## src/rtl/cpu_bus_responder.sv

```systemverilog
// rtl/cpu_bus_responder.sv - CPU bus wait-state and read-data return engine
// Optional fabric timeout and late-response dropping enabled by BUS_TIMEOUT_EN.

module cpu_bus_responder #(
    parameter int unsigned TIMEOUT_CYCLES = 1023
) (
    input  logic        clk,
    input  logic        rst,
    input  logic        req_valid,
    input  logic        req_is_read,
    input  logic [1:0]  req_addr_lo,
    input  logic [2:0]  req_addr_type,
    input  logic [7:0]  int_rdata,
    input  logic        resp_valid,
    input  logic [31:0] resp_rdata,
    input  logic        resp_err,
    input  logic        cycle_end,
    output logic        cpu_ready,
    output logic [7:0]  cpu_d,
    output logic        cpu_d_oe,
    output logic        busy,
    output logic        overlap_err,
    output logic        timeout_flag
);

    // Address type encoding shared with the bus front end decoder
    localparam logic [2:0] ADDR_TYPE_NOT_OP          = 3'd0;
    localparam logic [2:0] ADDR_TYPE_AXI             = 3'd1;
    localparam logic [2:0] ADDR_TYPE_INTERNAL_ROM    = 3'd2;
    localparam logic [2:0] ADDR_TYPE_INTERNAL_RAM    = 3'd3;
    localparam logic [2:0] ADDR_TYPE_INTERNAL_BUTTON = 3'd4;

    typedef enum logic [1:0] {IDLE, WAIT_INT, WAIT_AXI, HOLD} state_t;

    state_t     state;
    logic       is_read_q;
    logic [1:0] addr_lo_q;
    logic       drop_resp;
    logic       timeout_hit;
    logic       resp_ok;

`ifdef BUS_TIMEOUT_EN
    logic [15:0] to_cnt;
    logic [1:0]  drop_cnt;

    assign drop_resp   = resp_valid && (drop_cnt != 2'd0);
    assign timeout_hit = (state == WAIT_AXI) && !resp_ok &&
                         (to_cnt == 16'(TIMEOUT_CYCLES - 1));

    always_ff @(posedge clk) begin
        if (rst) begin
            to_cnt       <= 16'd0;
            drop_cnt     <= 2'd0;
            timeout_flag <= 1'b0;
        end else begin
            to_cnt <= (state == WAIT_AXI && !timeout_hit) ? to_cnt + 16'd1 : 16'd0;
            if (timeout_hit)
                timeout_flag <= 1'b1;
            // A drop and a new timeout in the same cycle cancel out
            if (timeout_hit && !drop_resp && drop_cnt != 2'd3)
                drop_cnt <= drop_cnt + 2'd1;
            else if (drop_resp && !timeout_hit)
                drop_cnt <= drop_cnt - 2'd1;
        end
    end
`else
    assign drop_resp    = 1'b0;
    assign timeout_hit  = 1'b0;
    assign timeout_flag = 1'b0;
`endif

    assign resp_ok = resp_valid && !drop_resp;

    always_ff @(posedge clk) begin
        if (rst) begin
            state       <= IDLE;
            is_read_q   <= 1'b0;
            addr_lo_q   <= 2'd0;
            cpu_ready   <= 1'b1;
            cpu_d       <= 8'h00;
            cpu_d_oe    <= 1'b0;
            busy        <= 1'b0;
            overlap_err <= 1'b0;
        end else begin
            if (req_valid && state != IDLE)
                overlap_err <= 1'b1;
            case (state)
                IDLE: begin
                    if (req_valid && req_addr_type != ADDR_TYPE_NOT_OP) begin
                        is_read_q <= req_is_read;
                        addr_lo_q <= req_addr_lo;
                        busy      <= 1'b1;
                        if (req_addr_type == ADDR_TYPE_AXI) begin
                            state     <= WAIT_AXI;
                            cpu_ready <= 1'b0;
                        end else if (req_is_read &&
                                     (req_addr_type == ADDR_TYPE_INTERNAL_ROM ||
                                      req_addr_type == ADDR_TYPE_INTERNAL_RAM ||
                                      req_addr_type == ADDR_TYPE_INTERNAL_BUTTON)) begin
                            state     <= WAIT_INT;
                            cpu_ready <= 1'b0;
                        end else begin
                            // Internal writes complete at once; other reads float high
                            state    <= HOLD;
                            cpu_d_oe <= req_is_read;
                            if (req_is_read)
                                cpu_d <= 8'hFF;
                        end
                    end
                end
                WAIT_INT: begin
                    state     <= HOLD;
                    cpu_d     <= int_rdata;
                    cpu_ready <= 1'b1;
                    cpu_d_oe  <= is_read_q;
                end
                WAIT_AXI: begin
                    if (resp_ok || timeout_hit) begin
                        state     <= HOLD;
                        cpu_ready <= 1'b1;
                        cpu_d_oe  <= is_read_q;
                        if (is_read_q)
                            cpu_d <= (resp_ok && !resp_err) ?
                                     resp_rdata[{addr_lo_q, 3'b000} +: 8] : 8'hFF;
                    end
                end
                HOLD: begin
                    if (cycle_end) begin
                        state    <= IDLE;
                        cpu_d_oe <= 1'b0;
                        busy     <= 1'b0;
                    end
                end
                default: state <= IDLE;
            endcase
        end
    end

endmodule

```

## config.mk

```make
export PLATFORM = sky130hd
export DESIGN_NAME = cpu_bus_responder
export DESIGN_NICKNAME = d
export VERILOG_FILES = /design/src/rtl/cpu_bus_responder.sv
export SDC_FILE = /design/constraint.sdc
export NUM_CORES = 1
export LEC_CHECK = 0
export BUFFER_PORTS_ARGS = -buffer_cell sky130_fd_sc_hd__clkbuf_2
export CAP_MARGIN = 0
export CORE_MARGIN = 5
export CORE_UTILIZATION = 45
export DETAILED_ROUTE_END_ITERATION = 6
export GPL_TIMING_DRIVEN = 0
export PLACE_DENSITY = 0.78
export REMOVE_ABC_BUFFERS = 1
export SYNTH_ARGS = -nofsm -noshare
export SYNTH_HDL_FRONTEND = slang
export SYNTH_SLANG_ARGS = --single-unit
```

## constraint.sdc

```tcl
create_clock -name clk -period 1.8 [get_ports clk]
set_input_delay 0.09 -clock clk [delete_from_list [all_inputs] [get_ports clk]]
set_output_delay 0.09 -clock clk [all_outputs]
set_load 0.05 [all_outputs]
```

==> results.py, run 1 <==
metrics = {
    "outcome": {
        "status": "complete, no violations",
    },
    "yosys": {
        "syn_area_per_cell_um2": 8.50,
        "ys_warn_count": 0,
        "async_flop_share_pct": 0,
        "syn_inst": 145,
        "synth_edf_count": 0,
        "synth_cell_type_count": 34,
        "ys_ff_latch": 17,
        "syn_area_um2": 1230,
        "ys_seq_area_share_pct": 27.6,
        "synth_top_flop_cell": "dfxtp_1",
    },
    "layout": {
        "area_growth_pct": 29.8,
        "nets": 260,
        "antenna_cells": 0,
        "drive_gt1_share_pct": 39.6,
    },
    "drt": {
        "first_pass_iters": 5,
        "avgViaCountPerCell": 5.69,
        "highest_layer": "met4",
        "dr_wl_met2_mm": 1.71,
        "drcViolationCount": 0,
        "met3_length_um": 301,
        "routed_wl_mm": 3.45,
        "wl_per_cell_um": 14.8,
        "drt-met1-wl_mm": 1.39,
        "vias": 1325,
        "drt_iter0_drc": 58,
        "postRouteAntennaNets": 0,
    },
    "hold_path": {
        "worstHoldPathType": "input pin to register",
    },
    "placement": {
        "dp_hpwl_mm": 2.65,
        "io_buffers": 63,
        "gp_congestion": 0.897,
    },
    "setup_path": {
        "crit_slowest_cell": "dfxtp_4",
        "crit_type": "register to register",
        "required_ps": 2030,
        "cp_top_family": "compound AO/OA/AOI/OAI gates",
        "endpoint_kind": "register",
        "cp_cell_sequence": "inv_1, ha_4, nor2b_2, a211o_1, a311o_1, a21oi_1",
        "cp_max_fo": 11,
        "path_buf_inv": 1,
        "critPathLaunchType": "register",
        "slowest_delay_ps": 380,
        "arrival_ps": 1940,
        "ff2ff_setup_slack_ps": 80,
    },
    "clock_network": {
        "clkLatencyLatePin_ps": 300,
        "clock-root-buffer": "clkbuf_4",
        "h-tree-depth": 1,
        "clockBufferDepth": 2,
        "cts_sinks": 17,
        "numCtsBuffers": 3,
        "cts_tree": "built",
        "path_clk_slew_ps": 100,
    },
    "timing": {
        "finalHoldViolCount": 0,
        "slew_viol_final": 0,
        "worst_slew_pin_slew_ps": 559,
        "min_period_ps": 1720,
        "hold_slack_ps": 17.9,
        "setup_viol": 0,
        "fin_crit_sh_pct": 95.4,
        "fmax_ghz": 0.583,
        "slew_headroom_pct": 62.7,
        "tns_ps": 0,
        "fin_skew_ps": 4.12,
    },
    "pwr": {
        "p_seq_share_pct": 26.9,
        "power.density_nw_per_um2": 1510,
        "p_sw_mw": 1.24,
        "p_leak_nw": 0.737,
        "comb_power_share_pct": 64.1,
        "intPower_mw": 1.18,
        "p_clk_share_pct": 8.9,
        "ir_drop_mv": 1.04,
        "swShare_pct": 51.3,
    },
    "global_routing": {
        "antenna_found_initial": 0,
        "grt.total_usage_pct": 17.4,
        "grt_pass1_wl_mm": 5.70,
        "grt_overflow": 0,
        "grt_max_degree": 20,
        "grt_pass1_vias": 1318,
    },
    "die": {
        "rows": 19,
        "die_y_um": 62.3,
        "die-area_um2": 3890,
        "io_pins": 65,
        "die_w_um": 62.3,
        "initial_utilization_pct": 45.9,
        "core_area_um2": 2690,
    },
    "flow_run": {
        "drv_cap": 0,
    },
}
==> registers in the layout, summed over array words and instances, names as in the netlist <==
register / count
cpu_d: 8
state: 2
cpu_d_oe: 1
busy: 1
cpu_ready: 1
overlap_err: 1
is_read_q: 1
addr_lo_q: 2
==> area by class of cell <==
type / count / area (um^2)
fillers: 261 / 1090
multi-input cells: 113 / 851
flip-flops and latches: 17 / 345
repair buffers: 64 / 323
well taps: 31 / 38.8
clock buffers: 3 / 22.5
inverters: 4 / 15.0
clock inverters: 1 / 5.00
==> layout by cell type (no fill, tap or decap), drive strengths merged, types with 2 or more instances in the layout <==
cell type,netlist,routed
nand2,9,9
a211o,2,2
a221oi,3,3
nor3,4,4
dfxtp,17,17
nor2,12,12
clkbuf,4,66
a311o,2,2
inv,4,4
mux2i,18,18
ha,5,5
and3b,2,2
nand2b,9,9
a21oi,6,6
a22oi,22,22
o21ai,5,5
nor2b,2,2
==> power groups by stage <==
stage / Sequential (mW) / Clock, mW / Combinational, mW
after floorplan: 0.998 / 0 / 0.761
final: 0.651 / 0.215 / 1.55
after global routing: 0.676 / 0.241 / 1.69
after global placement: 0.634 / 0 / 1.44
after detailed placement: 0.647 / 0 / 1.47
after CTS: 0.641 / 0.219 / 1.50
==> synthesized netlist by cell type (2+ instances only) <==
library cell  count  share of area (%)
a22oi_1          22                 13
mux2i_1          18                 15
dfxtp_1          17                 28
nor2_1           12                3.7
nand2_1           9                2.7
nand2b_1          9                4.6
a21oi_1           6                2.4
ha_1              5                5.1
clkbuf_1          4                1.2
inv_1             4                1.2
nor3_1            4                1.6
o21ai_0           4                1.6
buf_2             3                1.2
a211o_1           2                1.4
a221oi_1          2                1.4
a311o_1           2                1.6
and3b_1           2                1.4
buf_1             2               0.61
buf_4             2                1.2
nor2b_1           2                1.0
==> path summary, 6_finish.rpt <==
kind / startpoint / end / cells after the start
max reg2reg: state[0] / state[0] / 6
min: req_addr_lo[1] / addr_lo_q[1] / 3
min reg2reg: cpu_d[4] / cpu_d[4] / 2
max: state[0] / state[0] / 6
==> cell families after synthesis <==
kind of cell	synth area share, %
muxes	15.5
adders and majority gates	5.08
AOI/OAI and AO/OA	29.0
DFF	27.6
other	0.304
and+or+nand+nor	17.0
buffers and inverters	5.48
==> through the flow <==
step,cells,total power [mW],setup slack (ps),utilization (%),instance area (um^2)
after floorplan,134,1.76,0.482,-,1180
after global placement,228,2.07,-242,57.1,1530
after detailed placement,228,2.11,-275,57.1,1530
after CTS,233,2.36,30.8,58.8,1580
after global routing,233,2.61,-33.2,59.6,1600
final,233,2.42,83.5,59.6,1600
==> metal layers <==
metal	track usage (%)	vias up
met3	7.39	5
met2	29.4	55
li1	-	654
met4	7.96	0
met1	18.7	611
met5	0	-
==> worst min-delay path: cells and delay by family <==
family | cells | cell delay [ps]
simple gates | 1 | 70
buf+inv | 1 | 80
mux | 1 | 50
==> what timing repair did <==
| action | in CTS | in global routing |
|---|---|---|
| hold buffers | 0 | 0 |
| pin swaps | 0 | 1 |
| buffers inserted | 1 | 0 |
| resized for setup | 4 | 6 |
| setup endpoints to repair | 11 | 11 |
| endpoints found under the hold margin | 0 | 0 |
(Power assumes the default switching activity.)
==> inputs of run 2 (changes only) <==
--- a/config.mk
+++ b/config.mk
@@ -5,12 +5,14 @@
 export SDC_FILE = /design/constraint.sdc
 export NUM_CORES = 1
 export LEC_CHECK = 0
-export BUFFER_PORTS_ARGS = -buffer_cell sky130_fd_sc_hd__clkbuf_2
+export BUFFER_PORTS_ARGS = -buffer_cell sky130_fd_sc_hd__buf_2
 export CAP_MARGIN = 0
 export CORE_MARGIN = 5
 export CORE_UTILIZATION = 45
 export DETAILED_ROUTE_END_ITERATION = 6
+export GPL_ROUTABILITY_DRIVEN = 0
 export GPL_TIMING_DRIVEN = 0
+export MAX_ROUTING_LAYER = met4
 export PLACE_DENSITY = 0.78
 export REMOVE_ABC_BUFFERS = 1
 export SYNTH_ARGS = -nofsm -noshare
==> run 2 against run 1 <==
  * Maximum frequency up 4.9%
  * Cell area hardly changed
  * Clock-buffer cell count stayed put
  * Clock skew is essentially flat
  * Sequential share of layout area grew 0.095 points
  * Total power barely moved
  * Sequential cell count did not move
  * Utilization hardly changed
  * Die area unchanged
  * Register-to-register slack improved by 80 ps
  * Largest cell class unchanged
==> results.py, run 2 (synthesized netlist as in run 1, its figures left out) <==
metrics = {
    "outcome": {
        "status": "complete, no violations",
    },
    "drt": {
        "first_pass_iters": 4,
        "wl_per_cell_um": 15.0,
        "vias": 1307,
        "avgViaCountPerCell": 5.61,
        "drcViolationCount": 0,
        "routed_wl_mm": 3.50,
        "drt_iter0_drc": 70,
        "postRouteAntennaNets": 0,
    },
    "pwr": {
        "p_leak_nw": 0.731,
        "power.density_nw_per_um2": 1510,
        "ir_drop_mv": 1.20,
    },
    "layout": {
        "top_regs": "cpu_d (8), addr_lo_q (2), state (2)",
        "fin_area_um2": 1600,
        "regArea_um2": 347,
        "regMostFlops": "cpu_d",
        "layout_commonest_cell": "buf_2",
        "layout_common_cells": "buf_2, a22oi_1, mux2i_1",
        "antenna_cells": 0,
        "area_growth_pct": 29.7,
        "n_fill_cell": 247,
        "largest_reg_flops": 8,
        "multi_input_area_um2": 848,
        "drive_gt1_share_pct": 40.1,
        "stdcell_count": 233,
        "nets": 260,
    },
    "timing": {
        "hold_slack_ps": 22.6,
        "fmax_ghz": 0.611,
        "rsz0062_at_grt": "no",
        "setup_viol": 0,
        "slew_headroom_pct": 61.4,
        "worst_slew_pin_slew_ps": 578,
        "slew_viol_final": 0,
        "fin_skew_ps": 4.10,
        "finalHoldViolCount": 0,
        "min_period_ps": 1640,
        "fin_crit_sh_pct": 90.9,
    },
    "global_routing": {
        "grt.total_usage_pct": 18.0,
        "grt_overflow": 0,
        "busiest_layer": "met2",
        "antenna_found_initial": 0,
        "met3_usage_pct": 6.49,
        "grt_pass1_wl_mm": 5.84,
        "use_met1_pct": 21.0,
        "use_met2_pct": 31.0,
        "grt_max_degree": 20,
        "grt_pass1_vias": 1282,
    },
    "clock_network": {
        "numCtsBuffers": 3,
        "h-tree-depth": 1,
        "cts_tree": "built",
        "path_clk_slew_ps": 100,
        "clkLatencyLatePin_ps": 300,
        "clockBufferDepth": 2,
        "clock-root-buffer": "clkbuf_4",
        "cts_sinks": 17,
    },
    "die": {
        "die_y_um": 62.3,
        "core_area_um2": 2690,
        "io_pins": 65,
        "initial_utilization_pct": 45.9,
        "rows": 19,
        "die_w_um": 62.3,
        "die-area_um2": 3890,
    },
    "setup_path": {
        "required_ps": 1980,
        "rr_worst_depth": 6,
        "crit_type": "register to register",
        "arrival_ps": 1820,
        "rr_endpoint": "cpu_d_oe",
        "cp_max_fo": 11,
        "reg2reg_from": "state[0]",
        "ff2ff_setup_slack_ps": 160,
        "endpoint_kind": "register",
        "critPathLaunchType": "register",
    },
    "flow_run": {
        "drv_cap": 0,
    },
    "placement": {
        "dp_hpwl_mm": 2.70,
        "io_buffers": 63,
        "place_area_um2": 1530,
        "place_inst": 228,
    },
    "hold_path": {
        "worstHoldPathType": "input pin to register",
        "hp-start": "req_addr_lo[1]",
        "hold_depth": 3,
        "worst_hold_path.endpoint": "addr_lo_q[1]",
    },
}
## run 2: cell count changes in the layout (fill, tap and decap cells not counted), sizes merged
cell	delta
clkbuf	-63
buf	+63
## run 2: what timing repair did
action                     CTS  global route
setup endpoints to repair   11            11
hold buffers                 0             0
setup buffers                1             0
pin swaps                    0             1
gates resized for setup      4             7
## run 2: layout make-up
class | instances | area share, %
clock buffers | 3 | 1.41
clock inverters | 1 | 0.313
inverters | 4 | 0.939
multi-input cells | 113 | 53.1
flip-flops and latches | 17 | 21.7
well taps | 31 | 2.43
repair buffers | 64 | 20.2
## run 2: worst max path at each step
stage,startpoint,end,slack (ps),cells past startpoint
floorplan,state[0],cpu_d_oe,0.5,6
global placement,state[0],cpu_d_oe,-240,6
detailed placement,state[0],cpu_d_oe,-280,6
CTS,state[0],state[0],30,6
global route,state[0],state[0],40,6
finish,state[0],cpu_d_oe,160,6
## run 2: critical path: stages, from the launching register on
cell	delay (ps)
dfxtp_4	380
inv_2	60
ha_4	190
nor2b_2	190
a2111oi_2	400
o221a_2	250
nor3_1	40
## run 2: where the power goes
| group | switching (mW) | internal [mW] | total, mW |
|---|---|---|---|
| logic | 0.983 | 0.565 | 1.55 |
| registers | 0.120 | 0.533 | 0.653 |
| clock network | 0.132 | 0.0827 | 0.214 |
| total | 1.23 | 1.18 | 2.42 |
## run 2: metal layers
| layer | routed length (um) | vias up |
|---|---|---|
| met2 | 1750 | 50 |
| met4 | 0 | 0 |
| met5 | 0 | - |
| met1 | 1440 | 602 |
| li1 | - | 655 |
| met3 | 298 | 0 |
## run 2: per-stage QoR
step,util [%],power [mW],setup slack [ps],TNS (ps)
after global placement,57.1,2.07,-239,-347
after floorplan,-,1.76,0.482,0
after CTS,58.8,2.36,27.7,0
after detailed placement,57.1,2.12,-281,-893
after global routing,59.5,2.62,39.2,0
final,59.5,2.42,163,0
==> inputs of run 3 (changes only) <==
--- a/config.mk
+++ b/config.mk
@@ -14,6 +14,7 @@
 export GPL_TIMING_DRIVEN = 0
 export MAX_ROUTING_LAYER = met4
 export PLACE_DENSITY = 0.78
+export RECOVER_POWER = 100
 export REMOVE_ABC_BUFFERS = 1
 export SYNTH_ARGS = -nofsm -noshare
 export SYNTH_HDL_FRONTEND = slang
==> run 3 against run 2 <==
  * Sequential power is 0.6% higher
  * First-iteration DRC count decreased by 1.4%
  * Total power down 1.4%
  * Largest power group unchanged
  * Non-clock buffer count unchanged
  * Critical path type unchanged
  * Utilization decreased by 0.56 points
  * Wire length down 0.97%
  * Sequential share of layout area up 0.21 points
  * Clock skew barely moved
  * Clock power about the same
  * Sequential cell count unchanged
  * Cell count did not move
  * Combinational power decreased by 3%
==> results.py, run 3 (synthesized netlist as in run 1, its figures left out) <==
metrics = {
    "outcome": {
        "status": "complete, no violations",
    },
    "global_routing": {
        "grt_overflow": 0,
        "grt_max_degree": 20,
        "antenna_found_initial": 0,
        "grt_pass1_vias": 1282,
        "grt_pass1_wl_mm": 5.84,
        "grt.total_usage_pct": 18.0,
    },
    "layout": {
        "stdcell_count": 233,
        "fin_area_um2": 1580,
        "drive_gt1_share_pct": 34.2,
        "finish.utilization_pct": 59.0,
        "regMostFlops": "cpu_d",
        "layout_commonest_cell": "buf_2",
        "layout_common_cells": "buf_2, a22oi_1, mux2i_1",
        "largest_reg_flops": 8,
        "antenna_cells": 0,
        "top_regs": "cpu_d (8), addr_lo_q (2), state (2)",
        "nets": 260,
        "area_growth_pct": 28.5,
        "n_fill_cell": 253,
    },
    "placement": {
        "dp_hpwl_mm": 2.70,
        "place_inst": 228,
        "place_area_um2": 1530,
        "io_buffers": 63,
        "dpl_worst_slack_ps": -281,
    },
    "drt": {
        "vias": 1303,
        "highest_layer": "met3",
        "avgViaCountPerCell": 5.59,
        "drcViolationCount": 0,
        "wl_per_cell_um": 14.9,
        "first_pass_iters": 4,
        "dr_wl_met2_mm": 1.74,
        "drt-met1-wl_mm": 1.41,
        "drt_iter0_drc": 69,
        "met3_length_um": 307,
        "routed_wl_mm": 3.46,
        "postRouteAntennaNets": 0,
    },
    "setup_path": {
        "arrival_ps": 1830,
        "critPathLaunchType": "register",
        "slowest_delay_ps": 410,
        "endpoint_kind": "register",
        "crit_slowest_cell": "a2111oi_2",
        "cp_max_fo": 11,
        "required_ps": 1980,
        "crit_type": "register to register",
        "cp_top_family": "compound AO/OA/AOI/OAI gates",
        "cp_cell_sequence": "inv_2, ha_4, nor2b_2, a2111oi_2, o221a_2, nor3_1",
        "path_buf_inv": 1,
    },
    "die": {
        "core_area_um2": 2690,
        "die-area_um2": 3890,
        "rows": 19,
        "initial_utilization_pct": 45.9,
        "io_pins": 65,
        "die_w_um": 62.3,
        "die_y_um": 62.3,
    },
    "timing": {
        "fin_crit_sh_pct": 91.7,
        "fin_ws_ps": 149,
        "min_period_ps": 1650,
        "tns_ps": 0,
        "fmax_ghz": 0.606,
        "slew_headroom_pct": 60.1,
        "rsz0062_at_grt": "no",
        "hold_slack_ps": 25.5,
        "slew_viol_final": 0,
        "worst_slew_pin_slew_ps": 601,
        "fin_skew_ps": 3.77,
        "setup_viol": 0,
        "finalHoldViolCount": 0,
    },
    "pwr": {
        "p_total_mw": 2.38,
        "power.density_nw_per_um2": 1500,
        "ir_drop_mv": 1.17,
        "p_leak_nw": 0.686,
    },
    "clock_network": {
        "cts_tree": "built",
        "clkLatencyLatePin_ps": 290,
        "clock-root-buffer": "clkbuf_4",
        "numCtsBuffers": 3,
        "h-tree-depth": 1,
        "cts_sinks": 17,
        "hold_buffers": 0,
        "path_clk_slew_ps": 100,
        "clockBufferDepth": 2,
    },
    "hold_path": {
        "worstHoldPathType": "input pin to register",
    },
    "flow_run": {
        "drv_cap": 0,
    },
}
## run 3: cell types whose count changed in the layout (fill, tap and decap cells not counted)
cell	previous run	this run
buf_2	63	51
clkbuf_1	0	12
## run 3: repair_timing
| item | CTS | global route |
|---|---|---|
| pin swaps | 0 | 1 |
| endpoints found under the setup margin | 11 | 11 |
| resized for setup | 4 | 7 |
| buffers inserted | 1 | 0 |
## run 3: power breakdown
| part | internal, mW | leakage, nW | switching (mW) | total, mW |
|---|---|---|---|---|
| Sequential | 0.533 | 0.141 | 0.125 | 0.657 |
| Clock | 0.0827 | 0.0177 | 0.128 | 0.211 |
| Combinational | 0.535 | 0.527 | 0.979 | 1.51 |
| Total | 1.15 | 0.686 | 1.23 | 2.38 |
## run 3: area by class of cell
cell class / instances / area [um^2] / area share (%)
clock buffer: 3 / 22.5 / 1.42
tap: 31 / 38.8 / 2.45
clock inverter: 1 / 5.00 / 0.316
sequential: 17 / 347 / 21.9
timing repair buffer: 64 / 308 / 19.4
multi-input combinational: 113 / 848 / 53.6
inverter: 4 / 15.0 / 0.948
## run 3: routing by layer
layer | track usage (%) | up-vias
li1 | - | 656
met1 | 21.0 | 599
met2 | 31.0 | 48
met3 | 6.49 | 0
met4 | 1.59 | 0
met5 | - | -
## run 3: worst paths after layout
path | cells past startpoint | slack, ps | endpoint | startpoint
setup / recovery | 6 | 150 | cpu_d_oe | state[0]
hold reg to reg | 2 | 480 | overlap_err | overlap_err
setup reg to reg | 6 | 150 | cpu_d_oe | state[0]
hold / removal | 3 | 30 | addr_lo_q[1] | req_addr_lo[1]
## run 3: tightest hold or removal path, delay by kind of cell
kind / cells / cell delay (ps)
multiplexers: 1 / 50
AND/OR/NAND/NOR: 1 / 70
buffers and inverters: 1 / 70
